==> config.mk <==
export PLATFORM = sky130hd
export DESIGN_NAME = bv4_inv_pipe
export DESIGN_NICKNAME = d
export VERILOG_FILES = /design/src/rtl/aes128_package.sv /design/src/rtl/bv2_mul.sv /design/src/rtl/bv4_inv_core.sv /design/src/rtl/bv4_inv_pipe.sv
export SDC_FILE = /design/constraint.sdc
export NUM_CORES = 1
export LEC_CHECK = 0
export CORE_MARGIN = 3
export CORE_UTILIZATION = 39
export CTS_CLUSTER_DIAMETER = 40
export CTS_CLUSTER_SIZE = 12
export DETAILED_ROUTE_END_ITERATION = 10
export GPL_TIMING_DRIVEN = 0
export HOLD_SLACK_MARGIN = 0.08
export PLACE_DENSITY = 0.71
export SYNTH_ARGS = -nofsm -noshare
export SYNTH_HDL_FRONTEND = slang
export SYNTH_SLANG_ARGS = --single-unit
==> constraint.sdc <==
create_clock -name in_clk -period 3.05 [get_ports in_clk]
set_input_delay 0.4575 -clock in_clk [delete_from_list [all_inputs] [get_ports in_clk]]
set_output_delay 0.4575 -clock in_clk [all_outputs]
set_load 0.005 [all_outputs]
==> src/rtl/aes128_package.sv <==
// Shared GF(2^2)/GF(2^4) tower-field types and helpers for the AES S-box datapath.
// Normal-basis nibbles: bv2_t bit0 = W coefficient, bit1 = W^2 coefficient.
package aes128_package;

  typedef logic [1:0] bv2_t;

  typedef struct packed {
    bv2_t hi;
    bv2_t lo;
  } bv4_t;

  localparam bv4_t BV4_ONE = 4'hF;

  // x^2 * N with N = W^2
  function automatic bv2_t sq_scl_bv2(input bv2_t x);
    return {x[1], x[0] ^ x[1]};
  endfunction

  // x^-1 = x^2 in GF(2^2); squaring is a coefficient swap in normal basis
  function automatic bv2_t inv_bv2(input bv2_t x);
    return {x[0], x[1]};
  endfunction

endpackage

==> src/rtl/bv2_mul.sv <==
// GF(2^2) normal-basis multiplier; purely combinational, no handshake.
module bv2_mul
  import aes128_package::*;
(
  input  logic [1:0] a,
  input  logic [1:0] b,
  output logic [1:0] y
);

  logic e;

  assign e = (a[1] ^ a[0]) & (b[1] ^ b[0]);
  assign y = {e ^ (a[1] & b[1]), e ^ (a[0] & b[0])};

endmodule

==> src/rtl/bv4_inv_core.sv <==
// One GF(2^4) inverter lane, split at the gamma register: gamma half from x,
// output half from the registered gamma and operand. Combinational only.
module bv4_inv_core
  import aes128_package::*;
(
  input  logic [3:0] x,
  output logic [1:0] gamma,
  input  logic [3:0] x_q,
  input  logic [1:0] gamma_q,
  output logic [3:0] y
);

  bv4_t xi;
  bv4_t xq;
  bv2_t hl_prod;
  bv2_t ginv;
  bv2_t y_hi;
  bv2_t y_lo;

  assign xi = x;
  assign xq = x_q;

  bv2_mul u_mul_gamma (.a(xi.hi), .b(xi.lo), .y(hl_prod));
  assign gamma = sq_scl_bv2(xi.hi ^ xi.lo) ^ hl_prod;

  assign ginv = inv_bv2(gamma_q);

  bv2_mul u_mul_hi (.a(ginv), .b(xq.lo), .y(y_hi));
  bv2_mul u_mul_lo (.a(ginv), .b(xq.hi), .y(y_lo));

  assign y = {y_hi, y_lo};

endmodule

==> src/rtl/bv4_inv_pipe.sv <==
// Multi-lane GF(2^4) inverter, two register stages, latency 2, full throughput.
// Valid/ready per stage: a stalled stage holds; out_ready = !valid_1 || stage 2 can move.
module bv4_inv_pipe
  import aes128_package::*;
#(
  parameter int LANES = 4
) (
  input  logic                 in_clk,
  input  logic                 in_rst_n,
  input  logic                 in_valid,
  output logic                 out_ready,
  input  logic [4*LANES-1:0]   in_data,
  output logic                 out_valid,
  input  logic                 in_ready,
  output logic [4*LANES-1:0]   out_data
);

  logic                 s1_vld;
  logic [2*LANES-1:0]   s1_gamma;
  logic [4*LANES-1:0]   s1_x;
  logic                 s2_vld;
  logic [4*LANES-1:0]   s2_dat;

  logic [2*LANES-1:0]   gamma_c;
  logic [4*LANES-1:0]   y_c;
  logic                 rdy1;
  logic                 rdy2;

  for (genvar i = 0; i < LANES; i++) begin : g_lane
    bv4_inv_core u_core (
      .x       (in_data[4*i +: 4]),
      .gamma   (gamma_c[2*i +: 2]),
      .x_q     (s1_x[4*i +: 4]),
      .gamma_q (s1_gamma[2*i +: 2]),
      .y       (y_c[4*i +: 4])
    );
  end

  assign rdy2      = !s2_vld || in_ready;
  assign rdy1      = !s1_vld || rdy2;
  assign out_ready = rdy1;
  assign out_valid = s2_vld;
  assign out_data  = s2_dat;

  // Data registers load whenever their stage is ready; contents are ignored while valid is low.
  always_ff @(posedge in_clk or negedge in_rst_n) begin
    if (!in_rst_n) begin
      s1_vld   <= 1'b0;
      s1_gamma <= '0;
      s1_x     <= '0;
      s2_vld   <= 1'b0;
      s2_dat   <= '0;
    end else begin
      if (rdy1) begin
        s1_vld   <= in_valid;
        s1_gamma <= gamma_c;
        s1_x     <= in_data;
      end
      if (rdy2) begin
        s2_vld <= s1_vld;
        s2_dat <= y_c;
      end
    end
  end

endmodule

Word level (Yosys, flattened, before mapping)
Index checks and enable logic that the tools add are counted.
Storage, ports and cells
  register bits: 42
  output and inout port bits: 18
Operators by class
  bitwise operators: 92
  reductions and logical operators: 4
Operator list (number)
  1-bit XOR: 48
  1-bit bitwise AND: 36
  2-bit XOR: 8
  1-bit logical NOT: 2
  1-bit logical OR: 2

Longest topological paths before layout
  word-level depth: 4
  gate-level depth with buffers: 5
  mapped depth without buffers: 4

Hierarchy
From an unflattened synthesis, not the netlist that was laid out.
Unflattened totals
  cells, all modules: 202
  area, all modules: 2788.9 sq um
By module, submodules not included
  bv4_inv_pipe: times used 1, cells each 90, area an instance 1632.8 sq um
  bv2_mul: times used 12, cells each 8, area an instance 80.1 sq um
  bv4_inv_core: times used 4, cells each 4, area an instance 48.8 sq um

Worst setup path before layout
No wires, ideal clock.
  path kind: in2reg
  start point: input port in_data[5]
  end point: register s1_gamma[2]
  data arrival time: 1.371 ns
  library setup time: 0.125 ns
  stages on the path: 3
  required time: 2.925 ns
  setup slack: 1.554 ns
  buffers on the path: 0
  cells stage by stage: ha_1 -> xnor3_1 -> mux2_2
Between the ends
  longest elaborated chain between the ends: 4
  elaborated cells between the ends (all ways): 6
  those cells by class: bitwise (6)
Ends and longest elaborated chain
  start: declaration: RTL line bv4_inv_pipe.sv:12  | input logic [4*LANES-1:0] in_data,
  1-bit XOR: RTL line bv2_mul.sv:12  | assign e = (a[1] ^ a[0]) & (b[1] ^ b[0]);
  1-bit bitwise AND: RTL line bv2_mul.sv:12
  1-bit XOR: RTL line bv2_mul.sv:13  | assign y = {e ^ (a[1] & b[1]), e ^ (a[0] & b[0])};
  2-bit XOR (*): RTL line bv4_inv_core.sv:24  | assign gamma = sq_scl_bv2(xi.hi ^ xi.lo) ^ hl_prod;
  end signal: assignment: RTL line bv4_inv_pipe.sv:56  | s1_gamma <= gamma_c;
  end: declaration: RTL line bv4_inv_pipe.sv:19  | logic [2*LANES-1:0] s1_gamma;
Mark *: on every way between the ends. The rest lies on a longest branch, timed or not.
A chain may end at the register's enable or synchronous reset.

Worst setup path in the final report
  start point: input port in_ready
  end point: output port out_ready
Between the ends
  longest elaborated chain between the ends: 2
Ends and longest elaborated chain
  start: declaration: RTL line bv4_inv_pipe.sv:14  | input logic in_ready,
  1-bit logical OR: RTL line bv4_inv_pipe.sv:39  | assign rdy2 = !s2_vld || in_ready;
  1-bit logical OR: RTL line bv4_inv_pipe.sv:40  | assign rdy1 = !s1_vld || rdy2;
  end: declaration: RTL line bv4_inv_pipe.sv:11  | output logic out_ready,
Every way passes these cells.

==> metrics.txt <==
multiplexer share of the synthesized area 16.3%; status completed; WP data arrival 2.07 ns; Post-CTS Setup Inserts 0; PnR Total Power 0.00184 W; Post-DRT Antenna Nets 0; CTS buffer count 5; vias in the first global route 1,609; clock root buffer clkbuf_8; hold slack 0.469 ns; most common cell in the netlist dfrtp_1; Least-Margin Pin Slew 0.490 ns; layout cell share with drive strength beyond 1 18.6%; min cycle time layout 2.53 ns; clock skew 0.00522 ns; f_max 395 MHz; 1st-pass router iterations 4; Initial Utilization 41.1%; total negative slack 0 ns; Routed WL 4460 µm; relative slew slack 67.3%; Async SR Flop Fraction 100%; final number of hold-violating endpoints 0; GP Congestion 0.722; DIE HEIGHT 85.9 µm; Remaining Overflow, GRT 0; Synth area leader dfrtp_1; clk buf depth 2; Die ar. 7380 µm²; drc violations 0; first-pass GRT wire length 7450 µm; Post-synth EDFFs 0; core area 6060 µm²; ANT cells 0; Final WS setup 0.519 ns; Global Route Usage Sum 12.7%; syn_area_per_cell 10.7 µm²; PostCTS Resize Cnt 0; max_cap viols 0; CTS tree yes; Via density 4.93; Area Overhead vs Synth 23.3%; Syn Inst Count 233; leakage 1.26 nW; vias 1,751; NumNets Final 307; compound-gate portion of the synthesized area 8.04%; Power Density 601 nW/µm²; Netlist cell types 17; Syn Nets 261; Req. time, crit path 2.59 ns; Area contributors post-synth dfrtp_1 42%, mux2_2 16%, nor2b_1 8.0%, xnor3_1 7.2%, xnor2_1 4.2%; adder-cell share of the synthesized area 4.02%; # IOs 38; Yosys Warn Count 0; Clk Latency, worst-skew pair 0.29 ns; FF+latch count, synth 42; initial antenna violation count 0; unrepaired setup endpoints after global routing false; combinational family with the most area after synthesis multiplexers; wire length per cell 12.6 µm; post-DP HPWL 3410 µm; DR iter-0 viols 71; WS Path Type input port to primary output; Startpoint Class input port; register area share after synthesis 42.2%; share of the synthesized area in the top cell type 42.2%; Final setup viols 0; simple-gate share of the synthesized area 15.5%; Die Width 85.9 µm; Final Cycle Share 83.0%; Final Max Tran Viols 0; Setup crit end kind primary output; CP Max Fanout 10; largest net degree at the start of global routing 33; IO buf count 37; # hold bufs at CTS 1; H-Tree Depth 2; setup slack at placement 0.533 ns; clock slew seen by the registers of the worst setup and hold paths 0.08 ns; VDD IR max 0.306 mV; ys flop type dfrtp_1; Synth Area in XOR/XNOR 11.5%; HP Class register to register; Core Rows 28; synth cell count leaders 42 x dfrtp_1, 36 x mux2_2, 32 x nor2b_1; Sink Count 42; Syn Std Cell Area 2490 µm²
==> through the flow <==
stage	cells	area (µm²)	utilization, %
final	355	3070	50.7
after global routing	355	3070	50.7
after CTS	355	3070	50.7
after detailed placement	346	2970	49.0
after global placement	345	2960	48.8
after floorplan	233	2490	-
==> logic make-up (layout without fill, tap and decap cells) <==
| kind of cell | Yosys count | in the layout |
|---|---|---|
| fa+ha+maj | 8 | 8 |
| buf+inv | 15 | 62 |
| mux | 36 | 36 |
| simple gates | 76 | 76 |
| xor+xnor | 20 | 20 |
| flops | 42 | 42 |
| compound gates | 36 | 36 |
==> final cells by class <==
type | instances | area (µm²)
fill | 569 | 2990
multi-input combinational | 176 | 1380
sequential | 42 | 1050
timing repair buffer | 39 | 395
tap | 75 | 93.8
clock buffer | 7 | 86.3
buffer | 15 | 62.6
clock inverter | 1 | 5.00
==> routing by layer <==
metal | wire, µm | track usage [%] | up-vias
li1 | - | - | 894
met1 | 2130 | 16.8 | 823
met2 | 2120 | 20.8 | 32
met3 | 187 | 3.07 | 2
met4 | 27 | 3.45 | 0
met5 | 0 | 0 | -
==> layout by cell type, fill, tap and decap left out <==
master           netlist  layout
a31oi_1               16      16
clkbuf_8               0       6
clkbuf_1              12      13
clkinv_2               0       1
dfrtp_1               42      42
dlygate4sd3_1          0       1
nand3b_1               1       1
nor2_1                20      20
xnor3_1                8       8
nand2b_1               3       3
buf_4                  1       1
nand2_1               16      16
clkdlybuf4s50_1        0      36
o21ai_0               16      16
buf_12                 0       1
buf_2                  2       3
nor2b_1               32      32
a21oi_1                4       4
mux2_2                36      36
xnor2_1               12      12
nor2_2                 4       4
ha_1                   8       8
==> report_power, final <==
part           leakage [nW]  internal (W)  switching, W
registers             0.486      0.000688     0.0000709
clock network        0.0482      0.000183      0.000191
logic                 0.726      0.000422      0.000290
==> critical path: stages <==
cell and delay, ns:
clkdlybuf4s50_1 0.50, nand3b_1 0.15, clkbuf_1 0.38, clkdlybuf4s50_1 0.59
==> path summary, 6_finish.rpt <==
kind / from / to / slack, ns / cells after the start
worst max-delay path: in_ready / out_ready / 0.52 / 4
worst min-delay path: s1_vld$_DFFE_PN0P_ / out_valid$_DFFE_PN0P_ / 0.47 / 1
worst max register to register: out_valid$_DFFE_PN0P_ / out_data[4]$_DFFE_PN0P_ / 1.59 / 5
worst min register to register: s1_vld$_DFFE_PN0P_ / out_valid$_DFFE_PN0P_ / 0.47 / 1
max in group asynchronous: in_rst_n / s1_gamma[6]$_DFFE_PN0P_ / 2.02 / 3
min in group asynchronous: in_rst_n / out_data[6]$_DFFE_PN0P_ / 0.57 / 2
==> state kept, by name (all words and copies together), names as in the netlist <==
signal     flops
s1_x          16
s1_vld         1
s1_gamma       8
out_valid      1
out_data      16
Note: power is estimated with default switching activity, not from simulation.
==> patch: new RTL, same flow settings <==
Reset style: synchronous (`in_rst_n`), changed in one clocked block.
--- a/src/rtl/bv4_inv_pipe.sv
+++ b/src/rtl/bv4_inv_pipe.sv
@@ -43,7 +43,7 @@
   assign out_data  = s2_dat;
 
   // Data registers load whenever their stage is ready; contents are ignored while valid is low.
-  always_ff @(posedge in_clk or negedge in_rst_n) begin
+  always_ff @(posedge in_clk) begin
     if (!in_rst_n) begin
       s1_vld   <= 1'b0;
       s1_gamma <= '0;
Behaviour: differs if in_rst_n is asserted again (counterexample within 4 cycles, from zero or initial values and one cycle with in_rst_n low); with in_rst_n held inactive, the same outputs for 10 cycles.
==> patch against the unedited design <==
Area after synthesis down 13%; design area down 12%; utilization up 0.86 points; maximum frequency grew 3.9%; sequential cell count is the same; routed wire length down 7.4%; setup slack gained 95 ps; die area shrank 12%; critical path type unchanged; critical endpoint unchanged; highest routed layer unchanged.
Power is not compared: it rests on default switching activity, and its combinational part moved more than twofold at a synthesized area within 25%.
==> patch: results (changes against the unedited design) <==
metric	value	unit	change
synth_compound_area_share	14.2	%	was 8.04%
cts_hold_buf	0		was 1
ys_seq_area_share	38.6	%	was 42.2%
fin_worst_skew	4.15	ps	was 5.22 ps
synth-adder-area-share	4.59	%	was 4.02%
synth_area_leaders	dfxtp_1, xnor2_1, nand2_1, xor2_1, a21oi_1		was dfrtp_1, mux2_2, nor2b_1, xnor3_1, xnor2_1
outcome	completed		unchanged
clkLatencyLatePin	290	ps	about the same
synth_common_cells	nand2_1, dfxtp_1, a21oi_1, xnor2_1, xor2_1		was dfrtp_1, mux2_2, nor2b_1
whs_endpoint	s1_x[6]$_SDFFE_PN0P_		was out_valid$_DFFE_PN0P_
drive_above_1_share	6.95	%	was 18.6%
synthMuxAreaShare	0	%	was 16.3%
min_delay_path_depth	2		was 1
nets	330		was 307
hpwlAfterDp	3.29	mm	was 3.41 mm
globalplace.congestion	0.800		was 0.722
drtIter0Drc	51		was 71
peakVddDrop	189	uV	
fillers	532		was 569
startpoint	in_ready		unchanged
placed_cell_area	2640	um2	was 2970 um2
relSlewSlack	70.9	%	was 67.3%
antenna_found_initial	0		unchanged
dp_slack	585	ps	was 533 ps
slowest_stage	clkdlybuf4s50_1		unchanged
cts.path.max_buffers	2		unchanged
tns	0	ps	unchanged
clk_pin_slew_worst_paths	70	ps	
grt_pass1_wl	6.84	mm	was 7.45 mm
grt_max_degree	13		was 33
holdCritStartpoint	s1_x[6]$_SDFFE_PN0P_		was s1_vld$_DFFE_PN0P_
synth.distinct_cells	20		was 17
cp_max_fo	10		unchanged
synthFlopType	dfxtp_1		was dfrtp_1
crit_end	out_ready		unchanged
synth_edf_count	0		unchanged
grt_usage	13.3	%	was 12.7%
synth_nets	286		was 261
grt_pass1_vias	1568		was 1,609
vias	1740		was 1,751
r2r-end	out_data[7]$_SDFFE_PN0P_		was out_data[4]$_DFFE_PN0P_
r2r_cells	4		was 5
arrival	1980	ps	was 2070 ps
rrSetupSlack	1820	ps	was 1590 ps
synth_xor_area_share	20.9	%	was 11.5%
max_stage_delay	510	ps	was 590 ps
post_cts_resized	0		unchanged
drt-wirelength-per-cell	11.1	um	was 12.6 um
portBuffers	37		unchanged
final.min_clock_period	2440	ps	was 2530 ps
r2r_start	s1_gamma[3]$_SDFFE_PN0P_		was out_valid$_DFFE_PN0P_
async_reset_ff_share	0	%	was 100%
cts_setup_buffers	0		unchanged
hp-class	reg2reg		unchanged
==> patch: changes by cell type in the layout (fill, tap and decap cells not counted), moves of 9 or more <==
cell and change:
a211oi_1 +16, a21oi_1 +24, a31oi_1 -16, clkbuf_1 -12, dfrtp_1 -42, dfxtp_1 +42
mux2_2 -36, nand2_1 +47, nor2b_1 -32, o21ai_0 -9, xnor2_1 +16, xor2_1 +24
==> patch: per-layer routing <==
layer / global-route usage, % / part of all wire [%]
met5: 0 / 0
met4: 4.05 / 1.1
met3: 2.77 / 4.0
met2: 23.2 / 48
met1: 16.5 / 47
==> patch: kinds of logic after synthesis <==
family          Yosys count
buf+inv                  15
simple gates             88
xor+xnor                 52
flops                    42
compound gates           53
fa+ha+maj                 8
==> patch: through the flow <==
| stage | instances | hold slack, ps | utilization, % |
|---|---|---|---|
| 3_3_place_gp | 365 | 467 | 50.0 |
| 2_1_floorplan | 258 | 456 | - |
| 4_1_cts | 372 | 481 | 51.5 |
| 5_1_grt | 372 | 502 | 51.5 |
| 3_5_place_dp | 365 | 472 | 50.0 |
| 6_report | 372 | 479 | 51.5 |
==> patch: area by class of cell <==
| class | count | area share, % |
|---|---|---|
| Clock buffer | 5 | 2.53 |
| Buffer | 12 | 3.32 |
| Multi-Input combinational cell | 201 | 45.5 |
| Timing Repair Buffer | 37 | 13.6 |
| Inverter | 3 | 0.507 |
| Clock inverter | 2 | 0.368 |
| Tap cell | 70 | 3.22 |
| Sequential cell | 42 | 31.0 |
==> patch: critical path, delay by kind of cell <==
kind                   cells  cell delay, ps
AND/OR/NAND/NOR            2             160
buffers and inverters      5            1360
==> patch: power by group <==
part           total [mW]  switching (mW)  internal (mW)
clock network       0.328           0.175          0.154
registers           0.655          0.0466          0.608
logic               0.338           0.145          0.193
total                1.32           0.366          0.955
